--- src/rtl/mem_resp_pkg.sv ---
// Shared types and widths for the core data-memory responder.
package mem_resp_pkg;

    localparam int unsigned ADDR_W = 32;
    localparam int unsigned DATA_W = 32;
    localparam int unsigned BE_W   = 4;

    typedef enum logic [2:0] {
        SZ_B  = 3'd0,
        SZ_H  = 3'd1,
        SZ_W  = 3'd2,
        SZ_BU = 3'd4,
        SZ_HU = 3'd5
    } size_e;

    typedef enum logic [1:0] {
        ST_IDLE = 2'd0,
        ST_WAIT = 2'd1,
        ST_DONE = 2'd2
    } state_e;

    // Unsigned loads have no store counterpart; codes 3/6/7 are unassigned.
    function automatic logic size_illegal(input logic [2:0] size, input logic we);
        logic bad;
        case (size)
            SZ_B, SZ_H, SZ_W: bad = 1'b0;
            SZ_BU, SZ_HU:     bad = we;
            default:          bad = 1'b1;
        endcase
        return bad;
    endfunction

endpackage

--- src/rtl/mem_lane_align.sv ---
// Combinational lane steering: store replication/byte enables and load extract/extend.
module mem_lane_align
    import mem_resp_pkg::*;
(
    input  logic [2:0]        size_i,
    input  logic              we_i,
    input  logic [1:0]        addr_lo_i,
    input  logic [DATA_W-1:0] wd_i,
    input  logic [DATA_W-1:0] mem_rd_i,
    output logic [BE_W-1:0]   be_c,
    output logic [DATA_W-1:0] wd_c,
    output logic [DATA_W-1:0] rd_c
);

    logic [7:0]  byte_v;
    logic [15:0] half_v;

    always_comb begin
        byte_v = mem_rd_i[{addr_lo_i, 3'b000} +: 8];
        half_v = addr_lo_i[1] ? mem_rd_i[31:16] : mem_rd_i[15:0];
        be_c   = '0;
        wd_c   = '0;
        rd_c   = '0;
        if (we_i) begin
            case (size_i)
                SZ_B: begin
                    be_c = BE_W'(4'b0001 << addr_lo_i);
                    wd_c = {4{wd_i[7:0]}};
                end
                SZ_H: begin
                    be_c = addr_lo_i[1] ? 4'b1100 : 4'b0011;
                    wd_c = {2{wd_i[15:0]}};
                end
                SZ_W: begin
                    be_c = 4'b1111;
                    wd_c = wd_i;
                end
                default: begin
                    be_c = '0;
                    wd_c = '0;
                end
            endcase
        end else begin
            // Loads always fetch the full word; the lane is picked on return.
            be_c = '1;
            case (size_i)
                SZ_B:    rd_c = {{24{byte_v[7]}}, byte_v};
                SZ_BU:   rd_c = {24'd0, byte_v};
                SZ_H:    rd_c = {{16{half_v[15]}}, half_v};
                SZ_HU:   rd_c = {16'd0, half_v};
                SZ_W:    rd_c = mem_rd_i;
                default: rd_c = '0;
            endcase
        end
    end

endmodule

--- src/rtl/core_mem_responder.sv ---
// Core data-port responder: one load/store at a time onto a ready-handshake bus.
// Optional alignment checking is enabled by defining MEM_MISALIGN_CHECK_EN.
module core_mem_responder
    import mem_resp_pkg::*;
#(
    parameter int unsigned TIMEOUT_CYCLES = 255
) (
    input  logic              clk_i,
    input  logic              rst_ni,
    input  logic              core_req_i,
    input  logic              core_we_i,
    input  logic [2:0]        core_size_i,
    input  logic [ADDR_W-1:0] core_addr_i,
    input  logic [DATA_W-1:0] core_wd_i,
    output logic [DATA_W-1:0] core_rd_o,
    output logic              core_stall_o,
    output logic              mem_req_o,
    output logic              mem_we_o,
    output logic [BE_W-1:0]   mem_be_o,
    output logic [ADDR_W-1:0] mem_addr_o,
    output logic [DATA_W-1:0] mem_wd_o,
    input  logic [DATA_W-1:0] mem_rd_i,
    input  logic              mem_ready_i,
    output logic              err_o
);

    localparam int unsigned CNT_W = (TIMEOUT_CYCLES == 0) ? 1 : $clog2(TIMEOUT_CYCLES + 1);
    localparam logic [CNT_W-1:0] CNT_MAX = CNT_W'(TIMEOUT_CYCLES);

    state_e            state_q, state_d;
    logic [CNT_W-1:0]  cnt_q, cnt_d;
    logic [DATA_W-1:0] rd_q, rd_d;
    logic              err_q, err_d;

    logic              illegal_c;
    logic              misalign_c;
    logic              reject_c;
    logic              in_wait_c;
    logic [BE_W-1:0]   lane_be_c;
    logic [DATA_W-1:0] lane_wd_c;
    logic [DATA_W-1:0] lane_rd_c;

    mem_lane_align u_lane (
        .size_i    (core_size_i),
        .we_i      (core_we_i),
        .addr_lo_i (core_addr_i[1:0]),
        .wd_i      (core_wd_i),
        .mem_rd_i  (mem_rd_i),
        .be_c      (lane_be_c),
        .wd_c      (lane_wd_c),
        .rd_c      (lane_rd_c)
    );

    assign illegal_c = size_illegal(core_size_i, core_we_i);

`ifdef MEM_MISALIGN_CHECK_EN
    assign misalign_c = (((core_size_i == SZ_H) || (core_size_i == SZ_HU)) && core_addr_i[0])
                      || ((core_size_i == SZ_W) && (core_addr_i[1:0] != 2'b00));
`else
    assign misalign_c = 1'b0;
`endif

    assign reject_c  = illegal_c | misalign_c;
    assign in_wait_c = (state_q == ST_WAIT);

    // Bus side follows the live core request, exposed only while waiting.
    assign mem_req_o    = in_wait_c;
    assign mem_we_o     = in_wait_c & core_we_i;
    assign mem_be_o     = in_wait_c ? lane_be_c : '0;
    assign mem_addr_o   = in_wait_c ? {core_addr_i[ADDR_W-1:2], 2'b00} : '0;
    assign mem_wd_o     = in_wait_c ? lane_wd_c : '0;
    assign core_stall_o = (state_q == ST_WAIT) || ((state_q == ST_IDLE) && core_req_i);
    assign core_rd_o    = rd_q;
    assign err_o        = err_q;

    always_comb begin
        state_d = state_q;
        cnt_d   = cnt_q;
        rd_d    = rd_q;
        err_d   = 1'b0;
        case (state_q)
            ST_IDLE: begin
                if (core_req_i) begin
                    cnt_d = '0;
                    if (reject_c) begin
                        state_d = ST_DONE;
                        err_d   = 1'b1;
                        rd_d    = '0;
                    end else begin
                        state_d = ST_WAIT;
                    end
                end
            end
            ST_WAIT: begin
                if (mem_ready_i) begin
                    state_d = ST_DONE;
                    if (!core_we_i) begin
                        rd_d = lane_rd_c;
                    end
                end else if ((TIMEOUT_CYCLES != 0) && (cnt_q != CNT_MAX)) begin
                    // Abort in the WAIT cycle where the count reaches the limit.
                    cnt_d = cnt_q + CNT_W'(1);
                    if (cnt_d == CNT_MAX) begin
                        state_d = ST_DONE;
                        err_d   = 1'b1;
                        rd_d    = '0;
                    end
                end
            end
            ST_DONE: begin
                state_d = ST_IDLE;
            end
            default: begin
                state_d = ST_IDLE;
            end
        endcase
    end

    always_ff @(posedge clk_i or negedge rst_ni) begin
        if (!rst_ni) begin
            state_q <= ST_IDLE;
            cnt_q   <= '0;
            rd_q    <= '0;
            err_q   <= 1'b0;
        end else begin
            state_q <= state_d;
            cnt_q   <= cnt_d;
            rd_q    <= rd_d;
            err_q   <= err_d;
        end
    end

endmodule

--- config.mk ---
export PLATFORM = sky130hd
export DESIGN_NAME = core_mem_responder
export DESIGN_NICKNAME = d
export VERILOG_FILES = /design/src/rtl/mem_resp_pkg.sv /design/src/rtl/mem_lane_align.sv /design/src/rtl/core_mem_responder.sv
export SDC_FILE = /design/constraint.sdc
export NUM_CORES = 1
export LEC_CHECK = 0
export ABC_AREA = 1
export BUFFER_PORTS_ARGS = -buffer_cell sky130_fd_sc_hd__buf_2
export CAP_MARGIN = 20
export CORE_MARGIN = 2
export CORE_UTILIZATION = 40
export CTS_CLUSTER_SIZE = 30
export DETAILED_ROUTE_END_ITERATION = 8
export GPL_TIMING_DRIVEN = 0
export PLACE_DENSITY_LB_ADDON = 0.2
export SYNTH_ARGS = -nofsm -noshare
export SYNTH_HDL_FRONTEND = slang
export SYNTH_SLANG_ARGS = --single-unit
--- constraint.sdc ---
create_clock -name clk_i -period 2.2 [get_ports clk_i]
set_clock_uncertainty 0.1 [all_clocks]
set_input_delay 0.55 -clock clk_i [delete_from_list [all_inputs] [get_ports clk_i]]
set_output_delay 0.55 -clock clk_i [all_outputs]
set_load 0.01 [all_outputs]
# Word level (Yosys, flattened, before mapping)
# Cells that the tools add are included.
# classes
add_sub_neg,1
eq_ne,14
shift,2
n_mux,34
bitwise,1
n_reduce_logical,10
# ops
op,n
32-bit two-way mux,9
32-bit case mux with 5 select lines,1
32-bit case mux with 3 select lines,1
32-bit case mux with 2 select lines,1
32-bit by 6-bit variable part select with 8-bit output,1
8-bit two-way mux,3
16-bit two-way mux,1
8-bit case mux with 2 select lines,1
4-bit two-way mux,3
4-bit case mux with 3 select lines,1
2-bit two-way mux,5
8-bit by 1-bit adder with 8-bit output (second input constant),1
8-bit == test (second input constant),1
8-bit != test (second input constant),1
3-bit == test (second input constant),2
2-bit != test (second input constant),3
3-bit by 2-bit != test with 1-bit output (second input constant),2
6-bit AND reduction,1
1-bit two-way mux,5
1-bit case mux with 2 select lines,2
2-bit case mux with 2 select lines,1
4-bit AND reduction,1
1-bit by 2-bit << shifter with 4-bit output (first input constant),1
3-bit by 1-bit == test with 1-bit output (second input constant),1
13 further kinds,13
# totals
regBits,43
inputBits,104
out_inout_bits,104
wordCells,66

# Depth between registers and ports, before layout
# Gate-level depths: netlist of run 1.
# logic_depth
depth_word,6
depth_mapped,13

# Hierarchy
# From an unflattened synthesis of run 1, not the netlist that was laid out.
# hier_totals
hier_cells,826
hier_area_um2,4593.2
# by_module_without_submodules
mod,instances,cells_each,area_each_um2,seq_area_each_um2
core_mem_responder,1,446,3020.4,1076.0
mem_lane_align,1,380,1572.8,0.0

# Worst setup path before layout of run 1
# OpenSTA, ideal clock, no wires.
# synth_timing
kind,input-to-output
startpoint,input port core_size_i[2]
endpoint,output port mem_wd_o[22]
arrival_ps,1546
t_required_ps,1550
path_slack_ps,4
cell_stages,7
cell_sequence,inv_2 -> nand3_1 -> buf_2 -> a21oi_1 -> inv_2 -> buf_2 -> nor2_1
# synth_between
elab_chain_cells,4
word_cells_on_any_way,6
classes_between,2 x eq/ne; 3 x mux; 1 x reduce/logical
# synth_lines
item,line,text
start: declaration,core_mem_responder.sv:12,"input logic [2:0] core_size_i,"
3-bit by 2-bit == test with 1-bit output (tied with other cells),mem_lane_align.sv:25,case (size_i)
32-bit case mux with 3 select lines (*),mem_lane_align.sv:25,
32-bit two-way mux (*),mem_lane_align.sv:24,if (we_i) begin
32-bit two-way mux (*),core_mem_responder.sv:71,assign mem_wd_o = in_wait_c ? lane_wd_c : '0;
end: declaration,core_mem_responder.sv:21,"output logic [DATA_W-1:0] mem_wd_o,"
# Mark *: on every way between the ends. The rest lies on a longest branch, timed or not.

# Final worst setup path of run 1
# layout_timing
startpoint,input port core_size_i[2]
endpoint,output port mem_wd_o[20]
# Same word-level chain as after synthesis.

==> flow_summary_export.csv, run 1 <==
group,metric,value,unit
cts,worstSkewPairLatency,0.30,ns
timing,finalSetupViolations,24,
setup_path,worstPathMaxFanout,5,
timing,min_period,2.29,ns
pwr,p_seq_frac,0.248,
yosys,synth_compound_area_frac,0.164,
pwr,p_switching,0.00170,W
yosys,synth_xor_area_frac,0,
floorplanning,start_util,0.408,
yosys,synth_async_sr_flop_share,1.00,
route,wl,14200,µm
cts,clk_pin_slew,0.08,ns
yosys,synth_ff_type,"dfrtp_1",
status,status,"complete, but fails checks",
run,maxCapViolCount,0,
pwr,sw_frac_of_total,0.439,
yosys,synth_top_cells_by_count,"171 x nand2_1, 93 x inv_1, 66 x nor2_1",
pwr,internal-power,0.00217,W
setup_path,cp_slowest_cell,"a21oi_4",
floorplanning,die-area,10100,µm²
yosys,yosysWarnings,0,
yosys,syn_inst,602,
cts,hold_buffers,0,
floorplanning,die_y,100,µm
yosys,synth.area.mux_share,0,
global_routing,grt_overflow,0,
yosys,synth_area_leaders,"dfrtp_1 29%, nand2_1 17%, inv_1 9.4%, nor2_1 6.7%, nand4_1 5.4%",
floorplanning,core-area,9110,µm²
cts,cts_tree,"yes",
pwr,pwr-share-comb,0.562,
timing,max_freq,437,MHz
route,vias,4974,
final_layout,syn_to_final_growth,48.8,%
pwr,p_leak,3.26,nW
setup_path,cp-end-kind,"output port",
place,pre_cts_ws,-0.461,ns
final_layout,nNetsFinal,945,
route,first_iter_violations,272,
yosys,synthAdderAreaFrac,0.00673,
yosys,yosysTopAreaCell,"dfrtp_1",
yosys,synth_area_per_cell,6.17,µm²
yosys,yosysTopAreaCellShare,0.290,
setup_path,start_kind,"input port",
timing,slew_viol_final,0,
pwr,powerDensity,698,nW/µm²
setup_path,regToRegSetupSlack,0.15,ns
setup_path,critPathMaxStageDelay,0.17,ns
setup_path,crit_path_cell_trace,"buf_6, inv_6, nand3_4, buf_6, a21oi_4, inv_2, buf_12, nor2_2, buf_2",
yosys,yosys.area_share.simple,0.370,
global_routing,grt_pass1_wl,21600,µm
global_routing,grt_max_degree,44,
setup_path,crit_top_cell,"buf_6",
setup_path,cp.buffers_inverters,6,
pwr,ir_worst_vdd,359,µV
place,dpl.hpwl,10800,µm
yosys,synth_seq_cells,43,
yosys,synth_seq_area_share,0.290,
route,dr.pass1.iters,5,
timing,fin_hold_ws,0.0582,ns
pwr,finalPower,0.00386,W
yosys,synth_top_family_by_area,"simple AND/OR/NAND/NOR gates",
cts,htreeDepth,2,
timing,rsz0062_at_grt,"yes",
global_routing,grt_usage,0.268,
route,post_drt_wl_per_cell,14.9,µm
place,io_buffer_count,205,
floorplanning,die_w,100,µm
final_layout,diodes,0,
yosys,synth_cell_types,31,
setup_path,arrival,1.64,ns
setup_path,crit_type,"in -> out",
final_layout,layout-drive-gt1-share,0.400,
hold_path,hp-class,"in -> async",
timing,final_hold_viol_count,0,
timing,finalWorstSetupSlack,-0.0863,ns
cts,clk_path_buf_depth,2,
cts,clkSinkCount,43,
status,violations,"negative setup slack",
pwr,clkPwrFrac,0.190,
floorplanning,rows,35,
floorplanning,pin_count,208,
final_layout,finish.utilization,0.607,
yosys,synth_most_common_cell,"nand2_1",
global_routing,antenna_found_initial,0,
yosys,syn_area,3720,µm²
yosys,synth-edff-count,0,
global_routing,grt_pass1_vias,4543,
route,ant_nets,0,
setup_path,cpLargestDelayFamily,"buffers and inverters",
setup_path,required,1.55,ns
timing,post-route-period-util,1.04,
route,vias_per_cell,5.23,
place,place.gp.congestion,0.924,
route,drc_errors,0,
cts,clockRootBuffer,"clkbuf_8",
cts,cts-buffers-inserted,5,
==> cells in the final DEF, fill, tap and decap left out, types with 16 or more instances in the layout <==
| master | count |
|---|---|
| o21ai_0 | 16 |
| buf_2 | 206 |
| a21oi_1 | 18 |
| inv_1 | 92 |
| dfrtp_1 | 40 |
| nor2_2 | 18 |
| nand3_1 | 21 |
| nor2_1 | 52 |
| buf_4 | 24 |
| buf_6 | 18 |
| a31oi_1 | 18 |
| nand4_1 | 32 |
| nand2_1 | 163 |
==> per-layer routing <==
| metal | up-vias | share of wire | track usage | routed length, µm |
|---|---|---|---|---|
| li1 | 2418 | - | - | - |
| met3 | 36 | 0.078 | 0.0397 | 1100 |
| met2 | 256 | 0.49 | 0.470 | 6920 |
| met1 | 2264 | 0.41 | 0.332 | 5740 |
| met5 | - | 0 | 0 | 0 |
| met4 | 0 | 0.028 | 0.0969 | 403 |
==> per-stage QoR <==
stage          TNS, ns  cell area (µm²)  std cells
5_1_grt          -2.51             5530        951
4_1_cts         -0.180             5380        944
3_3_place_gp    -11.87             4880        919
3_5_place_dp    -12.94             4880        919
2_1_floorplan        0             3720        603
6_report        -0.827             5530        951
==> sequential cells by signal, indices dropped and copies added (netlist names) <==
name,flops
core_rd_o,32
cnt_q,8
state_q,2
err_o,1
==> logic make-up (layout without fill, tap and decap cells) <==
family / after synthesis / count (layout)
compound gates: 100 / 100
buf+inv: 142 / 379
other cells: 1 / 2
fa+ha+maj: 2 / 2
simple gates: 314 / 314
flops: 43 / 43
==> final cells by class <==
cell class	count	area, µm²
buffer	34	285
multi-input combinational	418	2180
sequential	43	1080
fill	909	3580
clock buffer	6	72.6
clock inverter	2	60.1
inverter	107	424
timing repair buffer	230	1290
tap	111	139
==> worst register-to-register path, delay by kind of cell, from the launching register on <==
| family | cells | cell delay [ns] |
|---|---|---|
| adder cells (fa/ha/maj) | 1 | 0.16 |
| buffers and inverters | 2 | 0.34 |
| flip-flops | 1 | 0.45 |
| AND/OR/NAND/NOR | 9 | 0.91 |
==> power groups by stage <==
stage / clock network (W) / registers (W) / logic (W)
6_report: 0.000735 / 0.000957 / 0.00217
5_1_grt: 0.000781 / 0.000971 / 0.00236
4_1_cts: 0.000751 / 0.000943 / 0.00210
3_5_place_dp: 0 / 0.000963 / 0.00195
3_3_place_gp: 0 / 0.000959 / 0.00192
2_1_floorplan: 0 / 0.000982 / 0.00124
==> path summary, 6_finish.rpt <==
check,startpoint,endpoint,depth (start not counted)
hold / removal,rst_ni,core_rd_o[29],1
hold reg to reg,core_rd_o[25],core_rd_o[25],2
max in group asynchronous,rst_ni,core_rd_o[11],2
setup / recovery,core_size_i[2],mem_wd_o[20],9
min in group clk_i,core_rd_o[25],core_rd_o[25],2
setup reg to reg,cnt_q[0],core_rd_o[17],12
==> what timing repair did <==
action                     in CTS  in global routing
gates cloned                    2                  2
setup endpoints to repair      67                 98
gates resized for setup        66                 28
setup buffers                  16                  4
pin swaps                      11                 12
Power figures use the tool's default switching activity.
==> inputs of run 2 (changes only) <==
Settings changed: ABC_AREA 1 to 0, PLACE_DENSITY set to 0.75, PLACE_DENSITY_LB_ADDON 0.2 to unset.
==> run 2 against run 1 <==
Net effect:
- the run still ends with negative setup slack left
- worst hold slack improved by 0.23 ns
- combinational power decreased by 20%
- fmax about the same
- global-route usage decreased by 2.0 points
- final cell count decreased by 23%
- clock power decreased by 27%
- power decreased by 16%
- critical path type is now reg -> out
- critical endpoint is now mem_wd_o[24]
==> flow_summary_export.csv, run 2 <==
group,metric,value,unit
status,status,"complete, but fails checks",
status,violations,"negative setup slack",
yosys,synth_async_sr_flop_share,1.00,
timing,worst_pin_slew,0.962,ns
route,post_drt_wl_per_cell,17.1,µm
final_layout,layout-drive-gt1-share,0.482,
cts,clk_path_buf_depth,2,
timing,post-route-period-util,1.04,
cts,cts-buffers-inserted,5,
pwr,p_leak,2.59,nW
cts,clockRootBuffer,"clkbuf_8",
yosys,synth_cell_types,51,
place,placed_cells,716,
timing,finalSetupViolations,33,
global_routing,gr-usage-met2,0.405,
place,place.gp.congestion,0.916,
route,dr.pass1.iters,7,
cts,clk_pin_slew,0.09,ns
setup_path,required,1.55,ns
global_routing,grt_max_degree,44,
final_layout,largest_reg_flops,32,
yosys,synth_seq_area_share,0.316,
pwr,ir_worst_vdd,321,µV
route,drc_errors,0,
global_routing,grt_overflow,0,
place,io_buffer_count,203,
pwr,powerDensity,654,nW/µm²
yosys,yosysTopAreaCell,"dfrtp_1",
yosys,syn_area,3400,µm²
setup_path,worstPathMaxFanout,9,
setup_path,crit_type,"reg -> out",
setup_path,arrival,1.63,ns
global_routing,use_met3,0.0486,
setup_path,start_kind,"register",
global_routing,antenna_found_initial,0,
final_layout,final_cell_count_no_fill,736,
yosys,syn_inst,407,
place,placed_area,4550,µm²
run,maxCapViolCount,0,
route,wl,12600,µm
floorplanning,pin_count,208,
yosys,yosysWarnings,0,
yosys,synth_top_cells_by_count,"45 x and2_1, 43 x dfrtp_1, 38 x o21ai_0",
floorplanning,core-area,8220,µm²
timing,slew_headroom,0.358,
yosys,synth_area_leaders,"dfrtp_1 32%, and2_1 8.3%, o22ai_1 6.1%, o21ai_0 5.6%, a21oi_1 4.3%",
cts,cts_tree,"yes",
place,pre_cts_ws,-0.408,ns
yosys,synth_ff_type,"dfrtp_1",
timing,slew_viol_final,0,
global_routing,grt_pass1_vias,3626,
timing,finalWorstSetupSlack,-0.0849,ns
final_layout,nNetsFinal,737,
final_layout,syn_to_final_growth,46.2,%
final_layout,nFillCells,748,
final_layout,postLayoutCellArea,4970,µm²
route,first_iter_violations,200,
final_layout,finish.utilization,0.605,
route,ant_nets,0,
global_routing,busiest_layer,"met2",
floorplanning,die_w,96.2,µm
final_layout,mostFrequentLayoutCells,"203 x buf_2, 44 x and2_1, 42 x dfrtp_1",
cts,htreeDepth,2,
global_routing,grtUsageMet1,0.332,
floorplanning,start_util,0.414,
place,dpl.hpwl,9770,µm
floorplanning,die-area,9260,µm²
floorplanning,rows,33,
cts,hold_buffers,0,
floorplanning,die_y,96.2,µm
timing,final_hold_viol_count,0,
timing,max_freq,438,MHz
timing,rsz0062_at_grt,"yes",
yosys,yosysTopAreaCellShare,0.316,
global_routing,grt_pass1_wl,18000,µm
yosys,synth_area_per_cell,8.36,µm²
timing,min_period,2.28,ns
yosys,synth_most_common_cell,"and2_1",
yosys,synth_seq_cells,43,
global_routing,grt_usage,0.247,
cts,worstSkewPairLatency,0.30,ns
final_layout,diodes,0,
route,vias,4106,
cts,clkSinkCount,43,
route,vias_per_cell,5.58,
setup_path,cp-end-kind,"output port",
yosys,synth-edff-count,0,
timing,fin_hold_ws,0.292,ns
hold_path,hp-class,"in -> async",
final_layout,final_common_cell,"buf_2",
==> run 2: cell types whose count changed in the layout (fill, tap and decap cells not counted), moves of 12 or more <==
cell,previous run,this run
inv_1,92,4
nand3_1,21,5
a211oi_1,0,16
nor2b_1,0,16
nand2_1,163,22
nor2_1,52,18
nor2_2,18,2
mux2i_1,0,12
a31oi_1,18,1
nand2_2,13,1
nand4_1,32,2
and2_1,0,44
o22ai_1,13,31
o21ai_0,16,38
==> run 2: through the flow <==
stage / setup TNS [ns] / total power (W)
after CTS: -1.20 / 0.00315
after global placement: -11.20 / 0.00245
after global routing: -6.03 / 0.00344
after floorplan: -0.307 / 0.00188
final: -1.28 / 0.00325
after detailed placement: -14.42 / 0.00248
==> run 2: area by class of cell <==
class	instances	area [µm²]	share of cell area
multi-input cells	323	2210	0.445
repair buffers	219	1150	0.232
flip-flops and latches	43	1080	0.217
plain buffers	34	282	0.0566
well taps	105	131	0.0264
clock buffers	6	82.6	0.0166
inverters	5	23.8	0.00478
clock inverters	1	8.76	0.00176
==> run 2: routing by layer <==
layer,vias to the layer above,wire length [µm],share of wire
met5,-,0,0
met4,0,247,0.020
met3,24,1020,0.081
met2,184,6120,0.49
met1,1961,5160,0.41
li1,1937,-,-
==> run 2: final timing paths <==
check / from / to / slack [ns] / cells after the start
worst max-delay path: state_q[1] / mem_wd_o[24] / -0.08 / 6
worst min-delay path: rst_ni / core_rd_o[21] / 0.29 / 1
worst max register to register: state_q[1] / core_rd_o[12] / 0.04 / 8
worst min register to register: cnt_q[6] / cnt_q[6] / 0.46 / 1
max in group asynchronous: rst_ni / state_q[1] / 1.03 / 1
min in group clk_i: cnt_q[6] / cnt_q[6] / 0.46 / 1
==> run 2: timing repair <==
| item | 4_1_cts | 5_1_grt |
|---|---|---|
| setup buffers | 9 | 6 |
| setup endpoints to repair | 68 | 71 |
| gates resized for setup | 52 | 22 |
| pin swaps | 7 | 4 |
| gates cloned | 1 | 0 |
==> run 2: kinds of logic after synthesis <==
| kind of cell | count (synthesis) | share of synthesized area |
|---|---|---|
| adder cells (fa/ha/maj) | 2 | 0.00735 |
| other | 1 | 0.00110 |
| multiplexers | 19 | 0.0618 |
| flip-flops | 43 | 0.316 |
| XOR/XNOR | 2 | 0.00735 |
| AND/OR/NAND/NOR | 150 | 0.256 |
| buffers and inverters | 42 | 0.0699 |
| AO/OA/AOI/OAI | 148 | 0.281 |
==> run 2: where the power goes <==
group | internal (W) | switching (W) | leakage (nW) | total (W)
logic | 0.000757 | 0.000983 | 1.95 | 0.00174
registers | 0.000892 | 0.0000827 | 0.592 | 0.000974
clock network | 0.000253 | 0.000285 | 0.0477 | 0.000538
total | 0.00190 | 0.00135 | 2.59 | 0.00325
==> run 2: critical path, cell delays in order (launching register included) <==
cell      delay (ns)
dfrtp_2         0.42
nand2b_4        0.17
inv_6           0.07
and2_4          0.19
nand2_2         0.16
a21oi_1         0.18
buf_2           0.15
==> inputs of run 3 (changes only) <==
Settings changed: BUFFER_PORTS_ARGS -buffer_cell sky130_fd_sc_hd__buf_2 to -buffer_cell sky130_fd_sc_hd__buf_4, CTS_BUF_LIST set to sky130_fd_sc_hd__clkbuf_4 sky130_fd_sc_hd__clkbuf_8.
==> run 3 against run 2 <==
Net effect:
- the flow still finishes with violations (negative setup slack)
- sequential cell count did not move
- clock power shrank 0.7%
- core utilization grew 7.2 points
- routed wire length up 6.7%
- cell area rose by 12%
- fmax grew 1.5%
- power rose by 6.1%
- count of clock-buffer cells in the layout stayed put
- worst hold slack got worse by 0.17 ns
- critical path type unchanged
==> flow_summary_export.csv, run 3 (same netlist as run 2, synthesis figures left out) <==
group,metric,value,unit
setup_path,critical_path.startpoint,"state_q[0]",
status,violations,"negative setup slack",
place,place.gp.congestion,0.914,
final_layout,diodes,0,
floorplanning,start_util,0.414,
final_layout,final_common_cell,"buf_4",
floorplanning,die-area,9260,µm²
timing,rsz0062_at_grt,"yes",
route,drc_errors,0,
timing,slew_viol_final,0,
setup_path,r2r-start,"cnt_q[0]",
final_layout,mostFrequentLayoutCells,"212 x buf_4, 42 x dfrtp_1, 37 x o21ai_0",
setup_path,start_kind,"register",
timing,finalWorstSetupSlack,-0.0507,ns
final_layout,layout-drive-gt1-share,0.498,
final_layout,largest_reg_flops,32,
timing,min_period,2.25,ns
place,placed_cells,716,
status,status,"complete, but fails checks",
cts,clk_path_buf_depth,2,
final_layout,final_cell_count_no_fill,734,
final_layout,syn_to_final_growth,63.7,%
cts,clkSinkCount,43,
global_routing,grt_pass1_wl,18600,µm
floorplanning,pin_count,208,
cts,cts-buffers-inserted,5,
setup_path,regToRegSetupSlack,0.13,ns
setup_path,cpLargestDelayFamily,"buffers and inverters",
global_routing,antenna_found_initial,0,
timing,worst_pin_slew,0.943,ns
cts,clockRootBuffer,"clkbuf_8",
setup_path,r2r-end,"core_rd_o[30]",
floorplanning,die_y,96.2,µm
global_routing,grt_usage,0.260,
setup_path,crit_path_cell_trace,"buf_6, nand2b_4, inv_6, and2_4, nand2_8, buf_6, a21oi_2, buf_4",
global_routing,grt_overflow,0,
cts,clk_pin_slew,0.09,ns
timing,max_freq,444,MHz
cts,htreeDepth,2,
place,placed_area,5060,µm²
setup_path,worstPathMaxFanout,7,
route,vias,4141,
place,io_buffer_count,203,
final_layout,multi_input_area,2260,µm²
route,dr.pass1.iters,6,
pwr,p_leak,2.70,nW
route,wl,13400,µm
timing,post-route-period-util,1.02,
timing,final_hold_viol_count,0,
timing,fin_tns_setup,-0.637,ns
timing,slew_headroom,0.370,
pwr,powerDensity,619,nW/µm²
pwr,finalPower,0.00345,W
setup_path,critPathMaxStageDelay,0.39,ns
final_layout,nFillCells,663,
route,first_iter_violations,332,
timing,finalSetupViolations,27,
global_routing,grt_pass1_vias,3601,
route,vias_per_cell,5.64,
global_routing,grt_max_degree,44,
route,ant_nets,0,
setup_path,arrival,1.60,ns
setup_path,r2r_cells,6,
setup_path,cp.buffers_inverters,4,
floorplanning,core-area,8220,µm²
place,pre_cts_ws,-0.402,ns
setup_path,cp_slowest_cell,"dfrtp_1",
setup_path,crit_top_cell,"buf_6",
place,dpl.hpwl,10200,µm
final_layout,final-seq-area,1080,µm²
run,maxCapViolCount,0,
setup_path,crit_type,"reg -> out",
setup_path,cp-end-kind,"output port",
hold_path,hp-class,"in -> async",
floorplanning,die_w,96.2,µm
route,post_drt_wl_per_cell,18.2,µm
setup_path,required,1.55,ns
final_layout,nNetsFinal,735,
floorplanning,rows,33,
cts,worstSkewPairLatency,0.30,ns
cts,cts_tree,"yes",
final_layout,postLayoutCellArea,5570,µm²
pwr,ir_worst_vdd,408,µV
==> run 3: cell types whose count changed in the layout (fill, tap and decap cells not counted), sizes merged <==
cell	previous run	this run
clkbuf	18	19
buf	241	238
==> run 3: layout make-up <==
class / instances / area share
clock inverters: 1 / 0.00157
plain buffers: 34 / 0.0541
flip-flops and latches: 43 / 0.193
clock buffers: 6 / 0.0148
well taps: 105 / 0.0236
multi-input cells: 323 / 0.406
repair buffers: 217 / 0.302
inverters: 5 / 0.00427
==> run 3: timing repair <==
item / CTS / global route
buffers inserted: 8 / 5
hold buffers: 0 / 0
resized for setup: 73 / 28
pin swaps: 3 / 10
setup endpoints to repair: 68 / 72
cloned: 1 / 0
==> run 3: metrics by stage <==
step                utilization  hold WS, ns
floorplan                     -        0.154
global placement          0.616        0.440
detailed placement        0.616        0.449
CTS                       0.664        0.151
global route              0.678        0.174
finish                    0.678        0.126
==> run 3: routing by layer <==
| metal | track usage | up-vias | part of all wire |
|---|---|---|---|
| li1 | - | 1937 | - |
| met4 | 0.0762 | 0 | 0.020 |
| met5 | 0 | - | 0 |
| met1 | 0.357 | 1979 | 0.41 |
| met2 | 0.417 | 197 | 0.48 |
| met3 | 0.0478 | 28 | 0.084 |
==> run 3: power breakdown <==
part | switching, W | total [W] | internal [W]
clock | 0.000281 | 0.000534 | 0.000253
sequential | 0.0000841 | 0.000976 | 0.000892
combinational | 0.00101 | 0.00194 | 0.000929
==> run 3: how the worst max path moves through the flow <==
stage                        end  slack, ns  cells past startpoint
floorplan           mem_wd_o[13]      -0.05                      7
global placement    mem_wd_o[27]      -0.40                      8
detailed placement  mem_wd_o[11]      -0.40                      8
CTS                 mem_wd_o[14]      -0.06                      8
global route        mem_wd_o[13]      -0.15                      8
finish              mem_wd_o[13]      -0.05                      8
